### src/rtl/acl2_mode_sequencer.sv
// rtl/acl2_mode_sequencer.sv - PMOD ACL2 driver command sequencer.
// Issues soft-reset/init/start pulses, then supervises streaming with a watchdog and ack timeout.
module acl2_mode_sequencer #(
  parameter int parm_fast_simulation = 0,
  parameter int FCLK                 = 20000000,
  parameter int parm_reset_wait_us   = 1000,
  parameter int parm_watchdog_ms     = 100,
  parameter int parm_ack_timeout     = 255
) (
  input  logic        i_clk_20mhz,
  input  logic        i_rstn_20mhz,
  input  logic        i_enable,
  input  logic        i_sw_mode,
  input  logic        i_command_ready,
  output logic        o_cmd_soft_reset_acl2,
  output logic        o_cmd_init_measur_mode,
  output logic        o_cmd_start_measur_mode,
  output logic        o_cmd_init_linked_mode,
  output logic        o_cmd_start_linked_mode,
  input  logic        i_data_valid,
  output logic        o_running,
  output logic        o_mode_active,
  output logic [15:0] o_sample_count,
  output logic [7:0]  o_fault_count
);

  localparam logic [31:0] RESET_WAIT_CYCLES = (parm_fast_simulation != 0) ? 32'd16
                                            : 32'(FCLK / 1000000 * parm_reset_wait_us);
  localparam logic [31:0] WATCHDOG_CYCLES   = (parm_fast_simulation != 0) ? 32'd64
                                            : 32'(FCLK / 1000 * parm_watchdog_ms);
  localparam logic [7:0]  ACK_LIMIT         = 8'(parm_ack_timeout);

  typedef enum logic [3:0] {
    ST_IDLE,
    ST_RESET_REQ,
    ST_RESET_ACK,
    ST_RESET_WAIT,
    ST_INIT_REQ,
    ST_INIT_ACK,
    ST_START_REQ,
    ST_START_ACK,
    ST_RUNNING
  } state_t;

  state_t      state, state_n;
  logic [31:0] cnt;
  logic [7:0]  ack_cnt;

  logic pulse_sr, pulse_im, pulse_sm, pulse_il, pulse_sl;
  logic fault_inc, latch_mode, clear_samples;
  logic wd_active, wd_expired, wait_done, ack_expired;

  always_comb begin
    state_n       = state;
    pulse_sr      = 1'b0;
    pulse_im      = 1'b0;
    pulse_sm      = 1'b0;
    pulse_il      = 1'b0;
    pulse_sl      = 1'b0;
    fault_inc     = 1'b0;
    latch_mode    = 1'b0;
    clear_samples = 1'b0;
    // Linked mode is interrupt paced and may legitimately stay silent.
    wd_active     = (state == ST_RUNNING) && !o_mode_active;
    wd_expired    = wd_active && (cnt == WATCHDOG_CYCLES - 32'd1);
    wait_done     = (cnt == RESET_WAIT_CYCLES - 32'd1);
    ack_expired   = (ack_cnt == ACK_LIMIT - 8'd1);

    case (state)
      ST_IDLE: begin
        if (i_enable) state_n = ST_RESET_REQ;
      end
      ST_RESET_REQ: begin
        if (i_command_ready) begin
          pulse_sr = 1'b1;
          state_n  = ST_RESET_ACK;
        end
      end
      ST_RESET_ACK: begin
        if (!i_command_ready) begin
          state_n = ST_RESET_WAIT;
        end else if (ack_expired) begin
          fault_inc = 1'b1;
          state_n   = ST_RESET_REQ;
        end
      end
      ST_RESET_WAIT: begin
        if (wait_done) state_n = ST_INIT_REQ;
      end
      ST_INIT_REQ: begin
        if (i_command_ready) begin
          latch_mode = 1'b1;
          pulse_il   = i_sw_mode;
          pulse_im   = !i_sw_mode;
          state_n    = ST_INIT_ACK;
        end
      end
      ST_INIT_ACK: begin
        if (!i_command_ready) begin
          state_n = ST_START_REQ;
        end else if (ack_expired) begin
          fault_inc = 1'b1;
          state_n   = ST_RESET_REQ;
        end
      end
      ST_START_REQ: begin
        if (i_command_ready) begin
          clear_samples = 1'b1;
          pulse_sl      = o_mode_active;
          pulse_sm      = !o_mode_active;
          state_n       = ST_START_ACK;
        end
      end
      ST_START_ACK: begin
        if (!i_command_ready) begin
          state_n = ST_RUNNING;
        end else if (ack_expired) begin
          fault_inc = 1'b1;
          state_n   = ST_RESET_REQ;
        end
      end
      ST_RUNNING: begin
        if (wd_expired) begin
          fault_inc = 1'b1;
          state_n   = ST_RESET_REQ;
        end else if (i_sw_mode != o_mode_active) begin
          state_n = ST_RESET_REQ;
        end
      end
      default: state_n = ST_IDLE;
    endcase

    // Dropping enable abandons the sequence and suppresses any new pulse or fault.
    if (state != ST_IDLE && !i_enable) begin
      state_n       = ST_IDLE;
      pulse_sr      = 1'b0;
      pulse_im      = 1'b0;
      pulse_sm      = 1'b0;
      pulse_il      = 1'b0;
      pulse_sl      = 1'b0;
      fault_inc     = 1'b0;
      latch_mode    = 1'b0;
      clear_samples = 1'b0;
    end
  end

  always_ff @(posedge i_clk_20mhz) begin
    if (!i_rstn_20mhz) begin
      state                   <= ST_IDLE;
      cnt                     <= 32'd0;
      ack_cnt                 <= 8'd0;
      o_cmd_soft_reset_acl2   <= 1'b0;
      o_cmd_init_measur_mode  <= 1'b0;
      o_cmd_start_measur_mode <= 1'b0;
      o_cmd_init_linked_mode  <= 1'b0;
      o_cmd_start_linked_mode <= 1'b0;
      o_mode_active           <= 1'b0;
      o_sample_count          <= 16'd0;
      o_fault_count           <= 8'd0;
    end else begin
      state                   <= state_n;
      o_cmd_soft_reset_acl2   <= pulse_sr;
      o_cmd_init_measur_mode  <= pulse_im;
      o_cmd_start_measur_mode <= pulse_sm;
      o_cmd_init_linked_mode  <= pulse_il;
      o_cmd_start_linked_mode <= pulse_sl;

      if (latch_mode) o_mode_active <= i_sw_mode;

      if (state_n != state) begin
        ack_cnt <= 8'd0;
      end else if (state == ST_RESET_ACK || state == ST_INIT_ACK || state == ST_START_ACK) begin
        ack_cnt <= ack_cnt + 8'd1;
      end

      // Shared settle / watchdog counter restarts on every state entry and on data.
      if (state_n != state || (state == ST_RUNNING && i_data_valid)) begin
        cnt <= 32'd0;
      end else if (state == ST_RESET_WAIT || wd_active) begin
        cnt <= cnt + 32'd1;
      end

      if (clear_samples) begin
        o_sample_count <= 16'd0;
      end else if (state == ST_RUNNING && i_data_valid && o_sample_count != 16'hFFFF) begin
        o_sample_count <= o_sample_count + 16'd1;
      end

      if (fault_inc && o_fault_count != 8'hFF) o_fault_count <= o_fault_count + 8'd1;
    end
  end

  assign o_running = (state == ST_RUNNING);

endmodule
### config.mk
export PLATFORM = sky130hd
export DESIGN_NAME = acl2_mode_sequencer
export DESIGN_NICKNAME = d
export VERILOG_FILES = /design/src/rtl/acl2_mode_sequencer.sv
export SDC_FILE = /design/constraint.sdc
export NUM_CORES = 1
export LEC_CHECK = 0
export ABC_CLOCK_PERIOD_IN_PS = 3700
export CORE_ASPECT_RATIO = 1.4
export CORE_MARGIN = 5
export CORE_UTILIZATION = 35
export DETAILED_ROUTE_END_ITERATION = 8
export PLACE_DENSITY = 0.51
export SLEW_MARGIN = 10
export SYNTH_ARGS = -nofsm -noshare
export SYNTH_HDL_FRONTEND = slang
export SYNTH_SLANG_ARGS = --single-unit
### constraint.sdc
create_clock -name i_clk_20mhz -period 3.7 [get_ports i_clk_20mhz]
set_input_delay 1.11 -clock i_clk_20mhz [delete_from_list [all_inputs] [get_ports i_clk_20mhz]]
set_output_delay 1.11 -clock i_clk_20mhz [all_outputs]
set_load 0.02 [all_outputs]
# Yosys cells after proc, flatten, opt, wreduce, memory -nomap -nowiden
# Index checks and enable logic that the tools add are counted.
[totals]
reg_bits = 74
out_inout_bits = 31
word_cells = 80
input_bits = 6
[op_classes]
n_reduce_logical = 22
n_bitwise = 5
add_sub_neg = 4
mux = 23
n_eq_ne = 15
[ops]
columns = ["operator", "count"]
rows = [
  ["4-bit two-way mux", 12],
  ["4-bit one-hot mux with 9 select lines", 1],
  ["32-bit by 1-bit adder with 32-bit output, second input constant", 1],
  ["32-bit by 15-bit == test with 1-bit output, second input constant", 1],
  ["32-bit by 21-bit == test with 1-bit output, second input constant", 1],
  ["16-bit by 1-bit adder with 16-bit output, second input constant", 1],
  ["8-bit by 1-bit adder with 8-bit output, second input constant", 2],
  ["4-bit by 3-bit == test with 1-bit output, second input constant", 4],
  ["16-bit != test, second input constant", 1],
  ["1-bit two-way mux", 9],
  ["4-bit by 2-bit == test with 1-bit output, second input constant", 2],
  ["8-bit == test, second input constant", 1],
  ["8-bit != test, second input constant", 1],
  ["4-bit OR reduction", 2],
  ["1-bit logical AND", 6],
  ["2-bit OR reduction", 3],
  ["3-bit OR reduction", 2],
  ["1-bit NOT", 5],
  ["4-bit by 1-bit == test with 1-bit output, second input constant", 1],
  ["4-bit == test, second input constant", 1],
  ["4-bit logical NOT", 1],
  ["1-bit logical OR", 4],
  ["4-bit != test", 1],
  ["4-bit nonzero test", 1],
  ["3 further kinds", 5],
]

# Longest topological paths before layout
[depth]
word_depth = 9
ltp_mapped = 10
depth_no_buf = 9

# Worst setup path before layout
# Ideal clock, no wire load.
[synth_path]
path_type = "input port to flip-flop"
startpoint = "in i_sw_mode"
endpoint = "reg cnt[17]"
slack_ps = 990
setup_time_ps = 64
arrival_time_ps = 2646
required_ps = 3636
n_path_buf = 1
cell_stages = 8
cell_sequence = "xor2_1 or4_1 a21oi_1 o211ai_1 a311oi_1 o211ai_4 buf_6 nor2_1"
[synth_via]
elab_chain_cells = 8
[synth_lines]
columns = ["element", "line", "source"]
rows = [
  ["from (decl)", "13", "input logic i_sw_mode,"],
  ["1-bit != test", "126", "end else if (i_sw_mode != o_mode_active) begin"],
  ["4-bit two-way mux", "126", ""],
  ["4-bit two-way mux", "123", "if (wd_expired) begin"],
  ["4-bit one-hot mux with 9 select lines", "69", "case (state)"],
  ["4-bit two-way mux", "134", "if (state != ST_IDLE && !i_enable) begin"],
  ["4-bit != test", "177", "if (state_n != state || (state == ST_RUNNING && i_data_valid)) begin"],
  ["1-bit logical OR", "177", ""],
  ["2-bit OR reduction (no line)", "-", ""],
  ["to (signal assigned)", "180", "cnt <= cnt + 32'd1;"],
  ["to (decl)", "46", "logic [31:0] cnt;"],
]
# Every way passes these cells.
# A chain may end at the register's enable or synchronous reset.

# Worst setup path in the final report
[layout_path]
startpoint = "reg state[2]"
endpoint = "out o_running"
[layout_via]
elab_chain_cells = 1
[layout_lines]
columns = ["element", "line", "source"]
rows = [
  ["from (decl)", "45", "state_t state, state_n;"],
  ["from (signal assigned)", "161", "state <= state_n;"],
  ["4-bit == test", "193", "assign o_running = (state == ST_RUNNING);"],
  ["to (decl)", "21", "output logic o_running,"],
]
# Every way passes these cells.

==> out/qor.txt <==
# Max-Cap Violations -> 0
initial antenna violation count -> 0
worst hold path class -> reg2reg
Crit path buffers/inverters -> 2
CTS Hold Bufs -> 0
Crit Path Max Fanout -> 14
Crit-path slowest cell -> clkdlybuf4s50_1
num rows -> 44
Fin. Hold Viols -> 0
share of cells above drive strength 1 -> 7.58%
Hold Slack -> 0.525 ns
Setup Buffers After CTS -> 0
post-layout min period -> 3.24 ns
top cells by count, synth -> nor2_1, dfxtp_1, nand2_1
number of global-route vias before repair -> 2961
global-route wire length before repair -> 14500 µm
Die Wd -> 97.4 µm
clock sinks -> 74
Mean Syn Cell Area -> 8.44 µm²
layout net count -> 494
Slew headroom -> 53.9%
post-DR vias/cell -> 5.02
Final Setup Violations -> 0
Root Driver -> clkbuf_16
Leak -> 1.48 nW
final std cells w/o fill -> 626
CP peak stage delay -> 0.65 ns
total length of routed wires -> 8460 µm
Initial DRC Count -> 86
worst slew pin tran -> 0.689 ns
Power Density -> 402 nW/µm²
Clock Latency Late Sink -> 0.34 ns
Finished Core Util -> 44.0%
first drt pass iteration count -> 5
DP Area -> 4260 µm²
min setup slack post-route -> 0.462 ns
fin crit share -> 87.5%
Syn. warnings -> 0
IR Drop Worst-Case VDD -> 0.000212 V
Synth Cell Area -> 3750 µm²
Ports -> 37
sequential area share after synthesis -> 39.5%
#FFs+latches synth -> 74
CP required -> 2.59 ns
core area -> 10400 µm²
Synthesized Nets -> 455
Setup crit start kind -> flop
dpl hpwl -> 6220 µm
htree depth -> 3
status -> complete, no violations
Layout Skew -> 0.00803 ns
setup slack at placement -> 0.315 ns
Placed Instances -> 610
Final ANT Viol Nets -> 0
largest net degree at the start of global routing -> 33
most frequent cell after synthesis -> nor2_1
CTS tree -> yes
GRT overflow -> 0
Power, Total -> 1.84 mW
gr usage total -> 13.5%
Vias -> 3143
unique cell type count in the Yosys netlist -> 58
top post-synthesis cells by area -> dfxtp_1, nor2_1, xnor2_1, xor2_1, nand2_1
number of diodes -> 0
Die H -> 132 µm
Top Family by Delay on Critical Path -> buffers and inverters
CP Capture Type -> output pin
Clk pin slew, worst setup/hold paths -> 0.06 ns
Slew Viols, Final -> 0
Die ar. -> 12900 µm²
setup TNS -> 0 ns
post_cts resized -> 0
starting density of the core -> 36.0%
crit path DAT -> 2.13 ns
top cell type's share of synthesized area -> 39.5%
clock buffer depth -> 2
Async SR Flop Fraction -> 0%
remaining routing DRC violations -> 0
P&R area growth vs syn -> 22.2%
Achievable Freq -> 0.309 GHz
WL/cell -> 13.5 µm
EDFF count, synth -> 0
Post-Layout Inst Area -> 4580 µm²
area leader, netlist -> dfxtp_1
GPL Wtd Cong -> 0.922
CTS Buf Count -> 9
RSZ-0062 raised after global routing -> no
port bufs -> 36
Worst Path Class, Setup -> reg2out
Primary FF master, synth -> dfxtp_1
Post-Syn Instances -> 444
crit-path cells -> nor3_1 > nand2_1 > inv_1 > clkdlybuf4s50_1
[cells by family after synthesis]
logic type | count (synthesis) | share of synthesized area [%]
AO/OA/AOI/OAI | 38 | 8.32
XOR/XNOR | 57 | 13.3
adder cells (fa/ha/maj) | 6 | 1.94
buffers and inverters | 29 | 3.61
flip-flops | 74 | 39.5
multiplexers | 5 | 1.34
AND/OR/NAND/NOR | 235 | 31.9
[worst register-to-register path, cell delays in order, from the launching register on]
cell      delay [ns]
dfxtp_1         0.41
ha_1            0.27
nor4b_2         0.61
nand4_1         0.36
nand2_1         0.30
o31ai_4         0.12
o211ai_4        0.19
buf_12          0.21
nor2_1          0.08
[cells in the final DEF, fill, tap and decap left out, types with 2 or more instances in the layout]
master and count:
a2111oi_2 2, a21oi_1 10, and2_1 2, and3_1 8, and4_1 6, buf_4 5
bufinv_16 2, clkbuf_16 9, clkdlybuf4s50_1 36, clkinv_2 4, dfxtp_1 74, ha_1 5
inv_1 15, mux2i_1 5, nand2_1 38, nand2b_1 5, nand3_1 21, nand3_2 2
nand4_1 19, nor2_1 85, nor2b_1 3, nor3_1 22, nor3b_1 2, nor4_1 3
o21ai_0 10, or3_1 3, or4bb_1 3, xnor2_1 30, xor2_1 27
[registers in the layout, indices dropped and copies added (netlist names)]
| register | count |
|---|---|
| o_mode_active | 1 |
| o_cmd_soft_reset_acl2 | 1 |
| o_sample_count | 16 |
| o_cmd_start_linked_mode | 1 |
| state | 4 |
| o_cmd_start_measur_mode | 1 |
| o_cmd_init_measur_mode | 1 |
| ack_cnt | 8 |
| cnt | 32 |
| o_cmd_init_linked_mode | 1 |
| o_fault_count | 8 |
[path summary, 6_finish.rpt]
check             slack, ns  cells past startpoint                             to                     startpoint
hold / removal         0.52                      2  o_fault_count[3]$_SDFFE_PN0P_  o_fault_count[3]$_SDFFE_PN0P_
setup reg to reg       1.04                      8           cnt[21]$_SDFFE_PP0P_            cnt[0]$_SDFFE_PP0P_
setup / recovery       0.46                      4                      o_running            state[2]$_SDFF_PN0_
hold reg to reg        0.52                      2  o_fault_count[3]$_SDFFE_PN0P_  o_fault_count[3]$_SDFFE_PN0P_
[power breakdown]
group / internal, mW / switching [mW] / total [mW]
clock network: 0.604 / 0.335 / 0.938
logic: 0.0365 / 0.0665 / 0.103
registers: 0.799 / 0.00148 / 0.801
[area by class of cell]
type	count	area (µm²)
Clock buffer	10	239
Clock inverter	6	80.1
Fill cell	1015	5830
Inverter	15	56.3
Multi-Input combinational cell	341	2130
Sequential cell	74	1480
Tap cell	138	173
Timing Repair Buffer	42	418
[layer usage]
| metal | global-route usage, % | vias up | part of all wire (%) |
|---|---|---|---|
| li1 | - | 1605 | - |
| met1 | 16.7 | 1467 | 45 |
| met2 | 22.7 | 57 | 49 |
| met3 | 3.42 | 14 | 4.1 |
| met4 | 4.93 | 0 | 2.2 |
| met5 | 0 | - | 0 |
Power figures use the tool's default switching activity.
